File: src/rtl/tdc_pkg.sv
// Shared FSM encodings and width helpers for the delay-line TDC front end.
// Pure declarations and constant functions.
package tdc_pkg;

  typedef logic [2:0] state_t;

  localparam state_t ST_IDLE     = 3'd0;
  localparam state_t ST_LAUNCH   = 3'd1;
  localparam state_t ST_CAPTURE  = 3'd2;
  localparam state_t ST_SYNC     = 3'd3;
  localparam state_t ST_ACCUM    = 3'd4;
  localparam state_t ST_SETTLE_W = 3'd5;
  localparam state_t ST_DONE     = 3'd6;

  // Code width able to hold 0..n inclusive.
  function automatic int cw_of(input int n);
    return $clog2(n + 1);
  endfunction

  function automatic int acc_w(input int n, input int max_avg_log2);
    return cw_of(n) + max_avg_log2;
  endfunction

  function automatic int clamp_avg(input int v, input int max_avg_log2);
    return (v > max_avg_log2) ? max_avg_log2 : v;
  endfunction

endpackage

File: src/rtl/delay_line.sv
// Tapped delay line; RTL stand-in whose real cells are placed by the physical flow.
// Combinational, no backpressure; taps[i] follows `in` after i stages.
module delay_line #(
  parameter int    N       = 64,
  parameter string DL_TYPE = "RCA"
) (
  input  logic         in,
  output logic [N-1:0] taps
);

  localparam logic OP_A = 1'b1;
  localparam logic OP_B = 1'b0;

  generate
    if (DL_TYPE == "RCA") begin : g_rca
      // Carry chain with a=1, b=0: every stage propagates the carry-in.
      always_comb begin
        logic c;
        c    = in;
        taps = '0;
        for (int i = 0; i < N; i++) begin
          c       = (OP_A & OP_B) | ((OP_A ^ OP_B) & c);
          taps[i] = c;
        end
      end
    end else begin : g_buf
      always_comb begin
        taps = '0;
        for (int i = 0; i < N; i++) taps[i] = in;
      end
    end
  endgenerate

endmodule

File: src/rtl/tdc_therm_encoder.sv
// Bubble-corrected thermometer-to-count encoder with raw all-set/none-set flags.
// Purely combinational, no backpressure.
module tdc_therm_encoder
  import tdc_pkg::*;
#(
  parameter int N = 64
) (
  input  logic [N-1:0]         taps,
  output logic [cw_of(N)-1:0]  code,
  output logic                 ovf,
  output logic                 unf
);

  localparam int CW = cw_of(N);

  // Padded so tap i sees ext[i] (below), ext[i+1] (itself), ext[i+2] (above).
  logic [N+1:0] ext;
  assign ext = {1'b0, taps, 1'b1};

  always_comb begin
    code = '0;
    for (int i = 0; i < N; i++) begin
      if ((ext[i] & ext[i+1]) | (ext[i] & ext[i+2]) | (ext[i+1] & ext[i+2]))
        code = code + CW'(1);
    end
  end

  assign ovf = &taps;
  assign unf = ~|taps;

endmodule

File: src/rtl/tdc_sampler.sv
// Multi-channel delay-line TDC: launch, capture, sync, encode, average over 2^k shots.
// Single shot valid 5 clocks after start; result held until res_valid && res_ready.
module tdc_sampler
  import tdc_pkg::*;
#(
  parameter int    N            = 64,
  parameter int    CH           = 4,
  parameter string DL_TYPE      = "RCA",
  parameter int    MAX_AVG_LOG2 = 4,
  parameter int    SETTLE       = 2
) (
  input  logic                              clk,
  input  logic                              rst_n,
  input  logic                              start,
  input  logic [$clog2(MAX_AVG_LOG2+1)-1:0] avg_log2,
  output logic                              busy,
  output logic                              res_valid,
  input  logic                              res_ready,
  output logic [CH*cw_of(N)-1:0]            res_code,
  output logic [CH-1:0]                     res_ovf,
  output logic [CH-1:0]                     res_unf
);

  localparam int CW   = cw_of(N);
  localparam int AW   = $clog2(MAX_AVG_LOG2 + 1);
  localparam int ACCW = acc_w(N, MAX_AVG_LOG2);
  localparam int SCW  = (MAX_AVG_LOG2 > 0) ? MAX_AVG_LOG2 : 1;
  localparam int LW   = $clog2(SETTLE + 2);

  state_t          state;
  logic            launch;
  logic [AW-1:0]   avg_q;
  logic [SCW-1:0]  shot_cnt;
  logic [LW-1:0]   low_cnt;
  logic [CH*N-1:0] line_taps;
  logic [CH*N-1:0] cap_q;
  logic [CH*N-1:0] sync_q;
  logic [ACCW-1:0] acc [CH];
  logic [CH-1:0]   ovf_acc;
  logic [CH-1:0]   unf_acc;
  logic [CW-1:0]   enc_code [CH];
  logic [CH-1:0]   enc_ovf;
  logic [CH-1:0]   enc_unf;

  logic settle_ok;
  logic settle_last;
  logic shot_last;

  for (genvar c = 0; c < CH; c++) begin : g_ch
    (* keep *) delay_line #(
      .N       (N),
      .DL_TYPE (DL_TYPE)
    ) u_dl (
      .in   (launch),
      .taps (line_taps[c*N +: N])
    );

    tdc_therm_encoder #(
      .N (N)
    ) u_enc (
      .taps (sync_q[c*N +: N]),
      .code (enc_code[c]),
      .ovf  (enc_ovf[c]),
      .unf  (enc_unf[c])
    );
  end

  // Clocks the line has spent discharged; reset starts it at zero so the
  // first launch after reset still waits out the full settle time.
  always_ff @(posedge clk or negedge rst_n) begin
    if (!rst_n)
      low_cnt <= '0;
    else if (launch)
      low_cnt <= '0;
    else if (int'(low_cnt) < SETTLE)
      low_cnt <= low_cnt + LW'(1);
  end

  assign settle_ok   = (int'(low_cnt) >= SETTLE);
  assign settle_last = (int'(low_cnt) + 1 >= SETTLE);
  assign shot_last   = (shot_cnt == SCW'((1 << avg_q) - 1));

  always_ff @(posedge clk or negedge rst_n) begin
    if (!rst_n) begin
      state     <= ST_IDLE;
      launch    <= 1'b0;
      busy      <= 1'b0;
      res_valid <= 1'b0;
      res_code  <= '0;
      res_ovf   <= '0;
      res_unf   <= '0;
      avg_q     <= '0;
      shot_cnt  <= '0;
      ovf_acc   <= '0;
      unf_acc   <= '0;
      cap_q     <= '0;
      sync_q    <= '0;
      for (int c = 0; c < CH; c++) acc[c] <= '0;
    end else begin
      case (state)
        ST_IDLE: begin
          if (start) begin
            avg_q    <= AW'(clamp_avg(int'(avg_log2), MAX_AVG_LOG2));
            shot_cnt <= '0;
            ovf_acc  <= '0;
            unf_acc  <= '0;
            res_code <= '0;
            res_ovf  <= '0;
            res_unf  <= '0;
            busy     <= 1'b1;
            for (int c = 0; c < CH; c++) acc[c] <= '0;
            state    <= settle_ok ? ST_LAUNCH : ST_SETTLE_W;
          end
        end
        ST_LAUNCH: begin
          launch <= 1'b1;
          state  <= ST_CAPTURE;
        end
        ST_CAPTURE: begin
          cap_q <= line_taps;
          state <= ST_SYNC;
        end
        ST_SYNC: begin
          sync_q <= cap_q;
          state  <= ST_ACCUM;
        end
        ST_ACCUM: begin
          for (int c = 0; c < CH; c++) acc[c] <= acc[c] + ACCW'(enc_code[c]);
          ovf_acc <= ovf_acc | enc_ovf;
          unf_acc <= unf_acc | enc_unf;
          launch  <= 1'b0;
          if (shot_last) begin
            state <= ST_DONE;
          end else begin
            shot_cnt <= shot_cnt + SCW'(1);
            state    <= ST_SETTLE_W;
          end
        end
        ST_SETTLE_W: begin
          if (settle_last) state <= ST_LAUNCH;
        end
        ST_DONE: begin
          if (!res_valid) begin
            res_valid <= 1'b1;
            res_ovf   <= ovf_acc;
            res_unf   <= unf_acc;
            for (int c = 0; c < CH; c++) res_code[c*CW +: CW] <= CW'(acc[c] >> avg_q);
          end else if (res_ready) begin
            res_valid <= 1'b0;
            busy      <= 1'b0;
            state     <= ST_IDLE;
          end
        end
        default: state <= ST_IDLE;
      endcase
    end
  end

endmodule

File: config.mk
export PLATFORM = sky130hd
export DESIGN_NAME = tdc_sampler
export DESIGN_NICKNAME = d
export VERILOG_FILES = /design/src/rtl/tdc_pkg.sv /design/src/rtl/delay_line.sv /design/src/rtl/tdc_therm_encoder.sv /design/src/rtl/tdc_sampler.sv
export SDC_FILE = /design/constraint.sdc
export NUM_CORES = 1
export LEC_CHECK = 0
export ABC_AREA = 1
export CORE_UTILIZATION = 45
export DETAILED_ROUTE_END_ITERATION = 6
export PLACE_DENSITY = 0.71
export SYNTH_ARGS = -nofsm -noshare
export SYNTH_HDL_FRONTEND = slang
export SYNTH_SLANG_ARGS = --single-unit
File: constraint.sdc
create_clock -name clk -period 3.2 [get_ports clk]
set_input_delay 0.8 -clock clk [delete_from_list [all_inputs] [get_ports clk]]
set_output_delay 0.8 -clock clk [all_outputs]
set_load 0.05 [all_outputs]
# --- Yosys cells after proc, flatten, opt, wreduce, memory -nomap -nowiden ---
# Index checks and enable logic that the tools add are counted.
word_totals:
  register_bits: 105
  in_bits: 7
  wordCells: 1616
op_classes:
  n_addsub: 260
  n_lt_le_gt_ge: 4
  n_eq_ne: 13
  shifts: 5
  muxes: 287
  bitwise: 1006
  n_reduce_logical: 23
op_table:
  columns: ["cell", "n"]
  rows:
  - ["adder 7 x 1 -> 7 bit (second input constant)", 252]
  - ["two-way mux 7 bit", 252]
  - ["OR 1 bit", 504]
  - ["bitwise AND 1 bit", 500]
  - ["AND reduction 64 bit", 4]
  - ["OR reduction 64 bit", 4]
  - ["case mux 44 bit (2 select lines)", 1]
  - ["two-way mux 28 bit", 2]
  - ["case mux 28 bit (2 select lines)", 1]
  - ["adder 11 x 7 -> 11 bit", 4]
  - ["two-way mux 44 bit", 1]
  - ["right shift 11 x 3 -> 7 bit", 4]
  - ["case mux 4 bit (2 select lines)", 5]
  - ["case mux 3 bit (7 select lines)", 1]
  - ["two-way mux 3 bit", 6]
  - ["two-way mux 4 bit", 4]
  - ["inequality test 2 bit (second input constant)", 6]
  - ["equality test 3 bit (second input constant)", 3]
  - ["two-way mux 1 bit", 9]
  - ["OR 4 bit", 2]
  - ["AND reduction 4 bit", 2]
  - ["nonzero test 2 bit", 4]
  - ["equality test 3 x 2 -> 1 bit (second input constant)", 2]
  - ["two-way mux 2 bit", 3]
  - ["16 further kinds", 22]

# --- Longest topological paths before layout ---
depth:
  word_depth: 131
  mapped_depth: 14
  depth_no_buf: 13

# --- By module ---
# Synthesis repeated with hierarchy kept, for this count alone.
hier_totals:
  cells_unflattened: 13186
  hier_area_um2: 76490.9
modules_own_cells:
  columns: ["mod", "n_inst", "cells_per_inst", "area_each_um2", "seq_area_each_um2"]
  rows:
  - ["tdc_therm_encoder at g_ch[0].u_enc ...", 3, 2517, 12279.3, 0.0]
  - ["tdc_sampler", 1, 2870, 25479.4, 15389.8]
  - ["tdc_therm_encoder at g_ch[2].u_enc", 1, 2509, 12251.8, 0.0]
  - ["delay_line", 4, 64, 480.5, 0.0]

# --- Worst setup path before layout ---
# No wires, ideal clock.
synth_path:
  path_type: "register to register"
  from: "register avg_q[0]"
  to: "register shot_cnt[2]"
  setup_time_ps: 117
  arrival_time_ps: 1659
  required_time_ps: 3083
  setup_slack_ps: 1424
  stages_incl_launch_ff: 14
  synth_period_minus_slack_ps: 1776
  path_cell_list: "dfrtp_1 > buf_2 > clkbuf_1 > nand2_1 > ha_1 > inv_1 > nand2_1 > nand2_1 > nor2_1 > nand3_1 > nand2_2 > nand2_1 > nand2_1 > nand2_1"
synth_between:
  elab_chain_len: 5
synth_lines:
  columns: ["item", "line", "text"]
  rows:
  - ["from (decl)", "tdc_sampler.sv:32", "logic [AW-1:0] avg_q;"]
  - ["from (signal assigned)", "tdc_sampler.sv:103", "avg_q <= AW'(clamp_avg(int'(avg_log2), MAX_AVG_LOG2));"]
  - ["<< shifter 1 x 3 -> 4 bit", "tdc_sampler.sv:81", "assign shot_last = (shot_cnt == SCW'((1 << avg_q) - 1));"]
  - ["subtractor 4 x 2 -> 4 bit", "tdc_sampler.sv:81", null]
  - ["equality test 4 bit", "tdc_sampler.sv:81", null]
  - ["inequality test 2 bit (no line)", null, null]
  - ["AND reduction 3 bit (no line)", null, null]
  - ["to (signal assigned)", "tdc_sampler.sv:135", "shot_cnt <= shot_cnt + SCW'(1);"]
  - ["to (decl)", "tdc_sampler.sv:33", "logic [SCW-1:0] shot_cnt;"]
# Every way passes these cells.
# A chain may end at the register's enable or synchronous reset.

# --- Worst setup path in the final report ---
layout_path:
  from: "register busy"
  to: "output port busy"
layout_lines:
  columns: ["item", "line", "text"]
  rows:
  - ["from (decl)", "tdc_sampler.sv:16", "output logic busy,"]
  - ["from (signal assigned)", "tdc_sampler.sv:87", "busy <= 1'b0;"]
  - ["from (signal assigned)", "tdc_sampler.sv:110", "busy <= 1'b1;"]
  - ["from (signal assigned)", "tdc_sampler.sv:150", "busy <= 1'b0;"]
# No word-level cell between the ends.

==> impl_metrics.tcl <==
set metrics [dict create \
    synthTopCellsByCount "nand2_1, dfrtp_1, inv_1" \
    grt_setup_unrepaired "no" \
    min_period_ps 2330 \
    skew_ps 10.4 \
    clkSinkCount 105 \
    grt_pass1_wl_um 21600 \
    fp.dieW_um 113 \
    crit_arrival_ps 1530 \
    grt.total_usage_pct 21.4 \
    die_area_mm2 0.0127 \
    die_h_um 113 \
    reg2reg_depth 11 \
    ys_seq_area_share_pct 47.7 \
    setup_violations 0 \
    place_area_mm2 0.00598 \
    synth_flop_cell "dfrtp_1" \
    startpoint_type "register" \
    tns_ps 0 \
    crit_buf_inv 1 \
    tightest_slew_ps 731 \
    synthesis.area_mm2 0.00550 \
    worstPathRequired_ps 2400 \
    num_vias 4660 \
    io_buffers 44 \
    hold_path_class "input port to async pin" \
    syn_nets 719 \
    postCtsHoldBufs 0 \
    drtIter0Drc 306 \
    crit_slowest_cell "clkdlybuf4s50_1" \
    yosysTopAreaCell "dfrtp_1" \
    slew_headroom_pct 51.3 \
    fin_area_mm2 0.00631 \
    met3_usage_pct 4.05 \
    run_status "complete, no violations" \
    reg2reg_setup_slack_ps 1010 \
    worstPathMaxFanout 2 \
    path_clk_slew_ps 70 \
    core_area_mm2 0.0120 \
    cp-end-kind "output port" \
    p_total_w 0.00608 \
    ir_drop_mv 0.633 \
    grt_pass1_vias 4516 \
    synth.distinct_cells 39 \
    r2r_end "shot_cnt[1]" \
    reg2reg_from "avg_q[1]" \
    grt-ovfl-total 0 \
    rows 40 \
    cts_max_path_buffers 2 \
    area_delta_synth_final_pct 14.6 \
    nNetsFinal 750 \
    synthCells 700 \
    path_delay_family "buffers and inverters" \
    dp_hpwl_um 8980 \
    grt_antenna_before_repair 0 \
    clk_latency_ps 350 \
    use_met1_pct 28.6 \
    drive_above_1_share_pct 7.34 \
    fin_util_pct 52.7 \
    cts_tree "yes" \
    post-route-drc-count 0 \
    power.leakage_nw 3.23 \
    num_antenna_cells 0 \
    yosys_warnings 0 \
    cts_resized 0 \
    drv_slew 0 \
    cp_cell_sequence "clkdlybuf4s50_1" \
    ant_nets 0 \
    postCtsSetupBuffers 0 \
    top_usage_layer "met2" \
    cts_max_level 3 \
    use_met2_pct 34.6 \
    ios 45 \
    wirelength_um 12600 \
    via_per_inst 5.28 \
    powerDensity_mw_per_mm2 965 \
    cap_violations 0 \
    place_congestion 0.942 \
    path_class "register to output port" \
    dr.pass1.iters 5 \
    syn_avg_cell_area_um2 7.86 \
    finalHoldViolCount 0 \
    wire_per_inst_um 14.3 \
    crit_cells 1 \
    max_stage_delay_ps 810 \
    initial_core_util_pct 46.0 \
    synth_top_area_share_pct 47.7 \
    grt_max_degree 61 \
    finalCritPeriodShare_pct 72.9 \
    synth.area.top_cells "dfrtp_1, nand2_1, o21ai_0" \
    max_freq_mhz 428 \
    synth-seq-cells 105 \
    cts_buffers 9 \
    cts-root-buf "clkbuf_16" \
    synth-edff-count 0 \
    async_flop_share_pct 100 \
    synth.most_common_cell "nand2_1" \
]
routing by layer:
layer  up-vias  share of wire, %
li1       2290                 -
met1      2190                45
met2       149                47
met3        31               5.1
met4         0               2.5
met5         -                 0
sequential cells by signal, summed over array words and instances (netlist names):
signal	flops
shot_cnt	4
state	3
res_code	28
sync_q	1
res_unf	4
avg_q	3
launch	1
res_ovf	4
low_cnt	2
res_valid	1
cap_q	1
acc	44
busy	1
ovf_acc	4
unf_acc	4
cell type report:
| class | count | area, µm² |
|---|---|---|
| Fill cell | 1126 | 5660 |
| Sequential cell | 105 | 2630 |
| Multi-Input combinational cell | 489 | 2360 |
| Timing Repair Buffer | 49 | 488 |
| Inverter | 77 | 314 |
| Clock buffer | 9 | 225 |
| Tap cell | 147 | 184 |
| Clock inverter | 7 | 103 |
where the power goes:
part           switching (W)  internal [W]  leakage [nW]
Sequential          0.000308       0.00168          1.41
Clock               0.000513      0.000694         0.157
Combinational        0.00201      0.000878          1.66
cell families (layout without fill, tap and decap cells):
family                     after synthesis  count (layout)  synth area share (%)
DFF                                    105             105                  47.7
muxes                                    4               4                 0.750
buffers and inverters                  106             142                  9.28
xor gates and xnor gates                 7               7                  1.11
adders and majority gates               12              12                  2.73
and+or+nand+nor                        354             354                  26.7
AOI/OAI and AO/OA                      112             112                  11.7
worst max-delay path by stage:
stage                     startpoint           to  slack [ps]
after floorplan             avg_q[0]  shot_cnt[2]        1420
after global placement         start     avg_q[1]         960
after detailed placement       start   res_unf[0]         910
after CTS                  res_valid    res_valid         860
after global routing        avg_q[1]  shot_cnt[3]         760
final                           busy         busy         870
cells in the final DEF, fill, tap and decap left out, drive strengths merged, types with 3 or more instances in the layout:
cell type,instances
a21oi,25
a22o,4
buf,6
clkbuf,9
clkdlybuf4s50,43
clkinv,3
dfrtp,105
ha,12
inv,78
mux2i,3
nand2,275
nand3,33
nand4,8
nor2,31
nor3,5
o21ai,65
o22ai,11
xor2,5
stage by stage:
step	setup slack [ps]	hold WS (ps)	instances
2_1_floorplan	1420	403	700
3_3_place_gp	962	412	867
3_5_place_dp	912	423	867
4_1_cts	855	269	883
5_1_grt	762	271	883
6_report	866	271	883
Power figures use the tool's default switching activity.
